<file path="config.mk">
export PLATFORM = sky130hd
export DESIGN_NAME = fetch_unit
export DESIGN_NICKNAME = d
export VERILOG_FILES = /design/src/rtl/fetch_unit_pkg.sv /design/src/rtl/fetch_hold_buf.sv /design/src/rtl/fetch_unit.sv
export SDC_FILE = /design/constraint.sdc
export NUM_CORES = 1
export LEC_CHECK = 0
export ABC_AREA = 1
export BUFFER_PORTS_ARGS = -buffer_cell sky130_fd_sc_hd__clkbuf_2
export CORE_ASPECT_RATIO = 0.8
export CORE_MARGIN = 2
export CORE_UTILIZATION = 40
export DETAILED_ROUTE_END_ITERATION = 8
export GPL_TIMING_DRIVEN = 0
export REMOVE_ABC_BUFFERS = 1
export SETUP_SLACK_MARGIN = 0.15
export SLEW_MARGIN = 10
export SYNTH_ARGS = -nofsm -noshare
export SYNTH_HDL_FRONTEND = slang
export SYNTH_HIERARCHICAL = 1
export SYNTH_SLANG_ARGS = --single-unit
</file>
<file path="constraint.sdc">
create_clock -name clk -period 2.73 [get_ports clk]
set_input_delay 0.273 -clock clk [delete_from_list [all_inputs] [get_ports clk]]
set_output_delay 0.273 -clock clk [all_outputs]
set_load 0.05 [all_outputs]
</file>
<file path="src/rtl/fetch_unit_pkg.sv">
// Shared fetch definitions: NOP encoding, fetch FSM states, default reset vector and a saturating counter helper.
package fetch_unit_pkg;
  localparam logic [31:0] NOP                  = 32'h0000_0013;
  localparam logic [31:0] RESET_VECTOR_DEFAULT = 32'h0000_0000;

  typedef enum logic [2:0] {
    FS_BOOT = 3'd0,
    FS_IDLE = 3'd1,
    FS_REQ  = 3'd2,
    FS_WAIT = 3'd3,
    FS_DROP = 3'd4
  } fetch_state_e;

  function automatic logic [31:0] sat_inc(input logic [31:0] v);
    return (v == 32'hFFFF_FFFF) ? v : v + 32'd1;
  endfunction
endpackage

</file>
<file path="src/rtl/fetch_hold_buf.sv">
// One-entry instr+pc buffer parking a fetch response while decode is stalled.
// Data is visible the cycle after push; flush beats push, push beats pop.
module fetch_hold_buf import fetch_unit_pkg::*; #(
  parameter int unsigned XLEN = 32
) (
  input  logic            clk,
  input  logic            rst_n,
  input  logic            push,
  input  logic            pop,
  input  logic            flush,
  input  logic [XLEN-1:0] push_instr,
  input  logic [XLEN-1:0] push_pc,
  output logic            full,
  output logic [XLEN-1:0] instr,
  output logic [XLEN-1:0] pc
);
  logic            full_q, full_d;
  logic [XLEN-1:0] instr_q, instr_d;
  logic [XLEN-1:0] pc_q, pc_d;

  always_comb begin
    full_d  = full_q;
    instr_d = instr_q;
    pc_d    = pc_q;
    if (flush) begin
      full_d = 1'b0;
    end else if (push) begin
      full_d  = 1'b1;
      instr_d = push_instr;
      pc_d    = push_pc;
    end else if (pop) begin
      full_d = 1'b0;
    end
  end

  always_ff @(posedge clk or negedge rst_n) begin
    if (!rst_n) begin
      full_q  <= 1'b0;
      instr_q <= XLEN'(NOP);
      pc_q    <= '0;
    end else begin
      full_q  <= full_d;
      instr_q <= instr_d;
      pc_q    <= pc_d;
    end
  end

  assign full  = full_q;
  assign instr = instr_q;
  assign pc    = pc_q;
endmodule

</file>
<file path="src/rtl/fetch_unit.sv">
// PC generation, single-outstanding imem fetch and IF/ID register; response reaches IF/ID one cycle after rvalid.
// pc_stall parks a response in the hold buffer and blocks new requests; FETCH_PERF_EN adds fetched/dropped counters.
module fetch_unit import fetch_unit_pkg::*; #(
  parameter int unsigned          XLEN         = 32,
  parameter logic [XLEN-1:0]      RESET_VECTOR = XLEN'(RESET_VECTOR_DEFAULT)
) (
  input  logic            clk,
  input  logic            rst_n,
  input  logic            pc_stall,
  input  logic            flush_fe,
  input  logic            flush_dec,
  input  logic            taken,
  input  logic [XLEN-1:0] branch_target,
  output logic            imem_req,
  output logic [XLEN-1:0] imem_addr,
  input  logic            imem_gnt,
  input  logic            imem_rvalid,
  input  logic [XLEN-1:0] imem_rdata,
  output logic [XLEN-1:0] dec_instr,
  output logic [XLEN-1:0] dec_pc,
  output logic            dec_valid,
  output logic            fetch_busy
`ifdef FETCH_PERF_EN
  ,
  output logic [31:0]     perf_fetched,
  output logic [31:0]     perf_dropped
`endif
);
  fetch_state_e    state_q, state_d;
  logic [XLEN-1:0] pc_q, pc_d;
  logic [XLEN-1:0] inflight_pc_q, inflight_pc_d;
  logic            redirect_pend_q, redirect_pend_d;
  logic [XLEN-1:0] dec_instr_q, dec_instr_d;
  logic [XLEN-1:0] dec_pc_q, dec_pc_d;
  logic            dec_valid_q, dec_valid_d;

  logic            kill, deliver, discard, can_fetch;
  logic            hb_push, hb_pop, hb_flush, hb_full;
  logic [XLEN-1:0] hb_instr, hb_pc;

  assign kill     = taken | flush_fe;
  assign deliver  = imem_rvalid & (state_q == FS_WAIT) & ~kill;
  assign discard  = imem_rvalid & (((state_q == FS_WAIT) & kill) | (state_q == FS_DROP));
  assign hb_push  = deliver & (pc_stall | flush_dec);
  assign hb_pop   = hb_full & ~pc_stall & ~flush_dec;
  assign hb_flush = kill;
  // Fetch may proceed only if the hold buffer will be empty after this cycle.
  assign can_fetch = ~pc_stall & ~(~hb_flush & (hb_push | (hb_full & ~hb_pop)));

  fetch_hold_buf #(.XLEN(XLEN)) u_hold_buf (
    .clk        (clk),
    .rst_n      (rst_n),
    .push       (hb_push),
    .pop        (hb_pop),
    .flush      (hb_flush),
    .push_instr (imem_rdata),
    .push_pc    (inflight_pc_q),
    .full       (hb_full),
    .instr      (hb_instr),
    .pc         (hb_pc)
  );

  always_comb begin
    state_d         = state_q;
    pc_d            = pc_q;
    redirect_pend_d = redirect_pend_q;
    inflight_pc_d   = inflight_pc_q;
    if (taken) pc_d = branch_target;
    unique case (state_q)
      FS_BOOT: state_d = FS_REQ;
      FS_IDLE: if (can_fetch) state_d = FS_REQ;
      FS_REQ: begin
        if (imem_gnt) begin
          state_d = (kill || redirect_pend_q) ? FS_DROP : FS_WAIT;
          // A pending redirect already holds the target in pc.
          if (!taken && !redirect_pend_q) pc_d = pc_q + XLEN'(4);
        end else if (taken) begin
          redirect_pend_d = 1'b1;
        end
      end
      FS_WAIT: begin
        if (imem_rvalid) state_d = can_fetch ? FS_REQ : FS_IDLE;
        else if (kill)   state_d = FS_DROP;
      end
      FS_DROP: begin
        if (imem_rvalid) begin
          redirect_pend_d = 1'b0;
          state_d         = can_fetch ? FS_REQ : FS_IDLE;
        end
      end
      default: state_d = FS_BOOT;
    endcase
    // The request address is latched on entry and held until the response returns.
    if (state_d == FS_REQ && state_q != FS_REQ) inflight_pc_d = pc_d;
  end

  always_comb begin
    dec_instr_d = dec_instr_q;
    dec_pc_d    = dec_pc_q;
    dec_valid_d = dec_valid_q;
    if (flush_dec) begin
      dec_instr_d = XLEN'(NOP);
      dec_valid_d = 1'b0;
    end else if (!pc_stall) begin
      if (hb_full && !kill) begin
        dec_instr_d = hb_instr;
        dec_pc_d    = hb_pc;
        dec_valid_d = 1'b1;
      end else if (deliver) begin
        dec_instr_d = imem_rdata;
        dec_pc_d    = inflight_pc_q;
        dec_valid_d = 1'b1;
      end else begin
        dec_valid_d = 1'b0;
      end
    end
  end

  always_ff @(posedge clk or negedge rst_n) begin
    if (!rst_n) begin
      state_q         <= FS_BOOT;
      pc_q            <= RESET_VECTOR;
      inflight_pc_q   <= RESET_VECTOR;
      redirect_pend_q <= 1'b0;
      dec_instr_q     <= XLEN'(NOP);
      dec_pc_q        <= '0;
      dec_valid_q     <= 1'b0;
    end else begin
      state_q         <= state_d;
      pc_q            <= pc_d;
      inflight_pc_q   <= inflight_pc_d;
      redirect_pend_q <= redirect_pend_d;
      dec_instr_q     <= dec_instr_d;
      dec_pc_q        <= dec_pc_d;
      dec_valid_q     <= dec_valid_d;
    end
  end

  assign imem_req   = (state_q == FS_REQ);
  assign imem_addr  = inflight_pc_q;
  assign fetch_busy = (state_q == FS_REQ) | (state_q == FS_WAIT) | (state_q == FS_DROP);
  assign dec_instr  = dec_instr_q;
  assign dec_pc     = dec_pc_q;
  assign dec_valid  = dec_valid_q;

`ifdef FETCH_PERF_EN
  logic [31:0] perf_fetched_q, perf_fetched_d;
  logic [31:0] perf_dropped_q, perf_dropped_d;

  always_comb begin
    perf_fetched_d = deliver ? sat_inc(perf_fetched_q) : perf_fetched_q;
    perf_dropped_d = discard ? sat_inc(perf_dropped_q) : perf_dropped_q;
  end

  always_ff @(posedge clk or negedge rst_n) begin
    if (!rst_n) begin
      perf_fetched_q <= '0;
      perf_dropped_q <= '0;
    end else begin
      perf_fetched_q <= perf_fetched_d;
      perf_dropped_q <= perf_dropped_d;
    end
  end

  assign perf_fetched = perf_fetched_q;
  assign perf_dropped = perf_dropped_q;
`else
  logic unused_discard;
  assign unused_discard = discard;
`endif
endmodule

</file>
==> impl_metrics.csv, run 1 <==
group,metric,value,unit
placement,post_dp_cell_area,10700,sq um
logic_synthesis,synthTopCellsByArea,"dfrtp_1, nand2_1, nand3_1, o21ai_0, mux2i_1",
logic_synthesis,synth_fa_ha_area_share,0.129,%
critical_path,crit_chain,"clkbuf_4, inv_6, nand2_4, inv_4, nand2_8, nand2_2, nand2_2, nand2_1, a21oi_2, nand2_4, inv_8, nand3_1, nand2_1",
critical_path,cpPeakStageDelay,0.37,ns
clock_tree,numCtsBuffers,17,
sta,fmax,0.414,GHz
floorplanning,fp.coreArea,23600,sq um
logic_synthesis,synthFlopType,"dfrtp_1",
routing,drt_first_pass_iters,6,
floorplanning,die_h,143,um
cells_and_area,syn_to_final_growth,18.3,%
hold_path,hold_end,"u_hold_buf/instr[0]",
logic_synthesis,synth-compound-area-share,11.0,%
critical_path,start_kind,"input port",
cells_and_area,nNetsFinal,1387,
clock_tree,clk_pin_slew,0.07,ns
placement,post-place-ws,-1.76,ns
routing,drtIter0Drc,614,
routing,postRouteAntennaNets,0,
cells_and_area,drive_gt1_share,19.7,%
global_routing,grt_first_pass_wirelength,42600,um
sta,worst_slack,0.317,ns
critical_path,crit_arrival,2.78,ns
logic_synthesis,synth_xor_xnor_area_share,1.17,%
placement,io_buffer_count,170,
pwr,power_density,944,nW/um^2
logic_synthesis,yosysMostFrequentCell,"nand2_1",
logic_synthesis,yosys_warnings,6,
clock_tree,clock_sinks,198,
critical_path,crit_path_end_kind,"flip-flop",
global_routing,antenna_found_initial,0,
logic_synthesis,synth-edff-count,0,
sta,finalCritPeriodShare,88.4,%
sta,finalCriticalPeriod,2.41,ns
floorplanning,start_util,41.1,%
routing,routedWlPerCell,16.6,um
logic_synthesis,postSynthCellCount,1181,
pwr,irDropWorstVdd,0.671,mV
outcome,status,"finished, final reports clean",
critical_path,timing.rr.end,"imem_addr[4]",
placement,gp_congestion,0.862,
critical_path,reg2reg_from,"redirect_pend_q",
floorplanning,die-area,25600,sq um
logic_synthesis,netlist-cell-type-count,35,
sta,worst_clock_skew,0.0148,ns
hold_path,hold_path_class,"in -> reg",
sta,rsz0062_at_grt,"yes",
logic_synthesis,ys_ff_latch,198,
clock_tree,clk_path_buf_depth,2,
hold_path,hold_start,"imem_rdata[0]",
routing,drc,0,
sta,tightest_slew,0.829,ns
global_routing,grt.total_usage,21.5,%
routing,vias,8374,
placement,hpwl,17000,um
floorplanning,ioPinCount,171,
pwr,power.leakage,6.31,nW
cells_and_area,post-route-util,48.6,%
logic_synthesis,synth.area.mux_share,3.19,%
critical_path,r2r_slack,0.38,ns
logic_synthesis,synthArstFlopShare,100,%
clock_tree,htreeDepth,4,
logic_synthesis,synthTopCellsByCount,"nand2_1, dfrtp_1, nand3_1, o21ai_0, inv_1",
clock_tree,cts_tree,"yes",
hold_path,min_path_cells,3,
clock_tree,clk_latency,0.44,ns
global_routing,grt_pass1_vias,7878,
sta,relSlewSlack,44.7,%
global_routing,global_route.overflow_total,0,
critical_path,cp_max_fo,39,
cells_and_area,antenna_cells,0,
run,maxCapViolCount,0,
floorplanning,die_w,178,um
critical_path,critPathKind,"in -> reg",
routing,wl,27200,um
logic_synthesis,syn-mean-instance-area,8.23,sq um
sta,setup_violations,0,
logic_synthesis,netlist_area,9720,sq um
cells_and_area,finish.instance_area,11500,sq um
critical_path,rr_worst_depth,8,
sta,hold_violations,0,
sta,slew_viol_final,0,
clock_tree,root_buffer,"clkbuf_16",
logic_synthesis,synth_top_family_by_area,"simple AND/OR/NAND/NOR gates",
logic_synthesis,yosysTopAreaCell,"dfrtp_1",
logic_synthesis,synth_top_area_share,49.5,%
critical_path,cp_slowest_cell,"clkbuf_4",
critical_path,required,3.10,ns
logic_synthesis,synth-simple-area-share,26.2,%
global_routing,grt_max_degree,75,
logic_synthesis,synth-seq-area-share,51.1,%
floorplanning,core.rowCount,50,
routing,avgViaCountPerCell,5.11,
## sequential cells by signal, summed over array words and instances (netlist names)
signal / cells
state_q: 3
dec_valid: 1
u_hold_buf/full: 1
u_hold_buf/pc: 32
redirect_pend_q: 1
dec_pc: 32
u_hold_buf/instr: 32
pc_q: 32
imem_addr: 32
dec_instr: 32
## critical path: cells and delay by family
kind	cells	cell delay [ns]
buf+inv	4	0.92
simple gates	8	1.21
compound gates	1	0.33
## final cells by class
| type | count | area [sq um] |
|---|---|---|
| multi-input combinational | 837 | 4160 |
| clock buffer | 26 | 529 |
| inverter | 82 | 330 |
| sequential | 198 | 4960 |
| fill | 2338 | 12200 |
| tap | 312 | 390 |
| clock inverter | 6 | 87.6 |
| timing repair buffer | 178 | 1030 |
## power breakdown
group          internal [mW]  switching, mW  total (mW)
combinational           1.14           3.09        4.22
sequential              3.52          0.464        3.98
clock                   1.52           1.12        2.64
total                   6.18           4.67        10.8
## metal layers
layer | vias to the layer above | global-route usage [%] | part of all wire (%) | wire length, um
li1 | 4122 | - | - | -
met1 | 3983 | 31.2 | 49 | 13300
met2 | 249 | 32.4 | 43 | 11700
met3 | 20 | 5.40 | 7.0 | 1890
met4 | 0 | 4.41 | 0.90 | 246
met5 | - | 0 | 0 | 0
## cells in the final DEF, fill, tap and decap left out, drive strengths merged, types with 8 or more instances in the layout
cell and instances:
nand4 8, xor2 12, nand2 397, clkbuf 196, o21bai 34, mux2i 31
nand3 140, nor2 40, a21oi 16, o21ai 125, inv 82, dfrtp 192
or2 11
## per-stage QoR
| step | power (mW) | std cells | hold WS [ns] | TNS (ns) |
|---|---|---|---|---|
| finish | 10.8 | 1639 | 0.0641 | 0 |
| global route | 11.6 | 1639 | 0.0663 | 0 |
| CTS | 10.7 | 1636 | 0.0433 | 0 |
| detailed placement | 8.04 | 1600 | 0.351 | -141.88 |
| global placement | 7.98 | 1595 | 0.447 | -1083.29 |
| floorplan | 6.83 | 1113 | -0.0226 | -131.16 |
## logic make-up after synthesis
group           after synthesis
simple gates                598
flops                       198
compound gates              190
buf+inv                     150
mux                          31
xor+xnor                     13
fa+ha+maj                     1
## what timing repair did
item                                    4_1_cts  5_1_grt
hold buffers                                  1        0
buffers inserted                              1        1
endpoints found under the hold margin        67        0
pin swaps                                     1        2
resized for setup                             6        9
gates cloned                                  2        2
endpoints found under the setup margin      161       95
## worst max-delay path by stage
stage / depth (start not counted) / end / slack (ns) / startpoint
4_1_cts: 14 / imem_addr[13] / 0.15 / taken
2_1_floorplan: 8 / u_hold_buf/instr[10] / -2.02 / taken
3_5_place_dp: 13 / imem_addr[22] / -1.76 / taken
3_3_place_gp: 9 / u_hold_buf/pc[26] / -6.40 / taken
5_1_grt: 13 / imem_addr[14] / 0.12 / taken
6_report: 13 / imem_addr[14] / 0.32 / taken
(Power assumes the default switching activity.)
==> run 2, diff against run 1 <==
Clock period 2.73 ns to 2.7 ns, I/O delays scaled along.
==> run 2 against run 1 <==
Net effect: critical path depth shrank 5; global-route usage is essentially flat; clock skew is essentially flat; sequential share of layout area is essentially flat; combinational power grew 1%; non-clock buffer count is the same; flip-flop and latch count is the same; final cell count is the same; worst hold slack lost 0.0027 ns; utilization is essentially flat; largest cell class unchanged; highest routed layer unchanged.
==> impl_metrics.csv, run 2 (synthesis results as in run 1) <==
group,metric,value,unit
outcome,status,"finished, final reports clean",
clock_tree,clock_sinks,198,
critical_path,rr_worst_depth,8,
sta,tightest_slew,0.836,ns
cells_and_area,post-route-util,48.6,%
clock_tree,clk_pin_slew,0.07,ns
cells_and_area,drive_gt1_share,19.7,%
clock_tree,numCtsBuffers,17,
sta,setup_violations,0,
routing,drt_first_pass_iters,5,
global_routing,grt_pass1_vias,7879,
cells_and_area,syn_to_final_growth,18.3,%
routing,vias,8374,
hold_path,hold_end,"u_hold_buf/instr[0]",
critical_path,critPathKind,"reg -> reg",
sta,slew_viol_final,0,
routing,avgViaCountPerCell,5.11,
global_routing,grt_max_degree,75,
global_routing,global_route.overflow_total,0,
routing,wl,27200,um
critical_path,timing.rr.end,"imem_addr[4]",
cells_and_area,layout_common_cells,"nand2_1, dfrtp_1, clkbuf_2",
floorplanning,ioPinCount,171,
critical_path,crit_path_end_kind,"flip-flop",
routing,postRouteAntennaNets,0,
floorplanning,fp.coreArea,23600,sq um
sta,holdWs,0.0614,ns
placement,io_buffer_count,170,
sta,relSlewSlack,44.3,%
placement,post-place-ws,-1.78,ns
critical_path,required,3.07,ns
hold_path,min_path_cells,3,
clock_tree,cts_tree,"yes",
cells_and_area,fill_cells,2340,
hold_path,hold_path_class,"in -> reg",
clock_tree,root_buffer,"clkbuf_16",
sta,fmax,0.426,GHz
critical_path,cp_max_fo,15,
sta,rsz0062_at_grt,"no",
sta,finalCriticalPeriod,2.35,ns
placement,gp_congestion,0.862,
global_routing,grt.total_usage,21.4,%
pwr,power_density,955,nW/um^2
sta,finalCritPeriodShare,87.0,%
sta,hold_violations,0,
critical_path,reg2reg_from,"redirect_pend_q",
run,maxCapViolCount,0,
clock_tree,clk_path_buf_depth,2,
cells_and_area,antenna_cells,0,
clock_tree,htreeDepth,4,
placement,hpwl,17000,um
critical_path,r2r_slack,0.35,ns
critical_path,crit_arrival,2.72,ns
sta,worst_clock_skew,0.0148,ns
global_routing,grt_first_pass_wirelength,42600,um
pwr,irDropWorstVdd,0.678,mV
cells_and_area,final_common_cell,"nand2_1",
floorplanning,start_util,41.1,%
floorplanning,die-area,25600,sq um
routing,drtIter0Drc,573,
sta,fin_tns_setup,0,ns
pwr,power.leakage,6.31,nW
floorplanning,core.rowCount,50,
global_routing,antenna_found_initial,0,
routing,routedWlPerCell,16.6,um
critical_path,start_kind,"flip-flop",
routing,drc,0,
floorplanning,die_h,143,um
sta,worst_slack,0.351,ns
clock_tree,clk_latency,0.44,ns
cells_and_area,nNetsFinal,1387,
floorplanning,die_w,178,um
hold_path,hold_start,"imem_rdata[0]",
[run 2: changes by cell type in the layout (fill, tap and decap cells not counted)]
cell and change:
clkbuf_4 -1, buf_6 +1
[run 2: worst max-delay path, cell delays in order (launching register included)]
cell and delay (ns):
dfrtp_1 0.41, nor2_4 0.19, nand3_1 0.14, nand2_1 0.09, nand3_1 0.09, nor2_1 0.55, a21boi_4 0.55, nand3_1 0.16
nand2_1 0.10
[run 2: per-layer routing]
layer | share of wire (%) | global-route usage [%] | routed length (um)
met5 | 0 | 0 | 0
met4 | 0.87 | 4.41 | 238
met3 | 6.7 | 5.40 | 1830
met2 | 43 | 32.5 | 11800
met1 | 49 | 31.2 | 13400
[run 2: stage by stage]
stage          power [mW]  cell area [sq um]  instances
2_1_floorplan        6.91               9330       1113
3_3_place_gp         8.07              10600       1595
3_5_place_dp         8.13              10700       1600
4_1_cts              10.9              11400       1636
5_1_grt              11.7              11500       1639
6_report             11.0              11500       1639
[run 2: what timing repair did]
item	CTS	global route
gates cloned	2	2
setup buffers	1	1
endpoints found under the setup margin	164	109
resized for setup	7	10
pin swaps	2	2
endpoints found under the hold margin	67	0
hold buffers	1	0
[run 2: how the worst max path moves through the flow]
stage / from / endpoint / slack, ns / depth (start not counted)
after CTS: taken / imem_addr[14] / 0.14 / 13
final: redirect_pend_q / imem_addr[4] / 0.35 / 8
after detailed placement: taken / imem_addr[22] / -1.78 / 13
after global routing: redirect_pend_q / imem_addr[4] / 0.19 / 8
after floorplan: taken / u_hold_buf/instr[10] / -2.05 / 8
after global placement: taken / u_hold_buf/pc[26] / -6.43 / 9
[run 2: power by group]
part           internal [mW]  switching [mW]  total [mW]
clock                   1.54            1.13        2.67
combinational           1.15            3.12        4.27
sequential              3.56           0.472        4.03
[run 2: area by class of cell]
cell class | instances | area [sq um] | share of cell area, %
clock buffer | 26 | 529 | 4.60
inverter | 82 | 330 | 2.87
clock inverter | 6 | 87.6 | 0.762
multi-input combinational | 837 | 4160 | 36.2
sequential | 198 | 4960 | 43.2
tap | 312 | 390 | 3.40
timing repair buffer | 178 | 1030 | 8.99
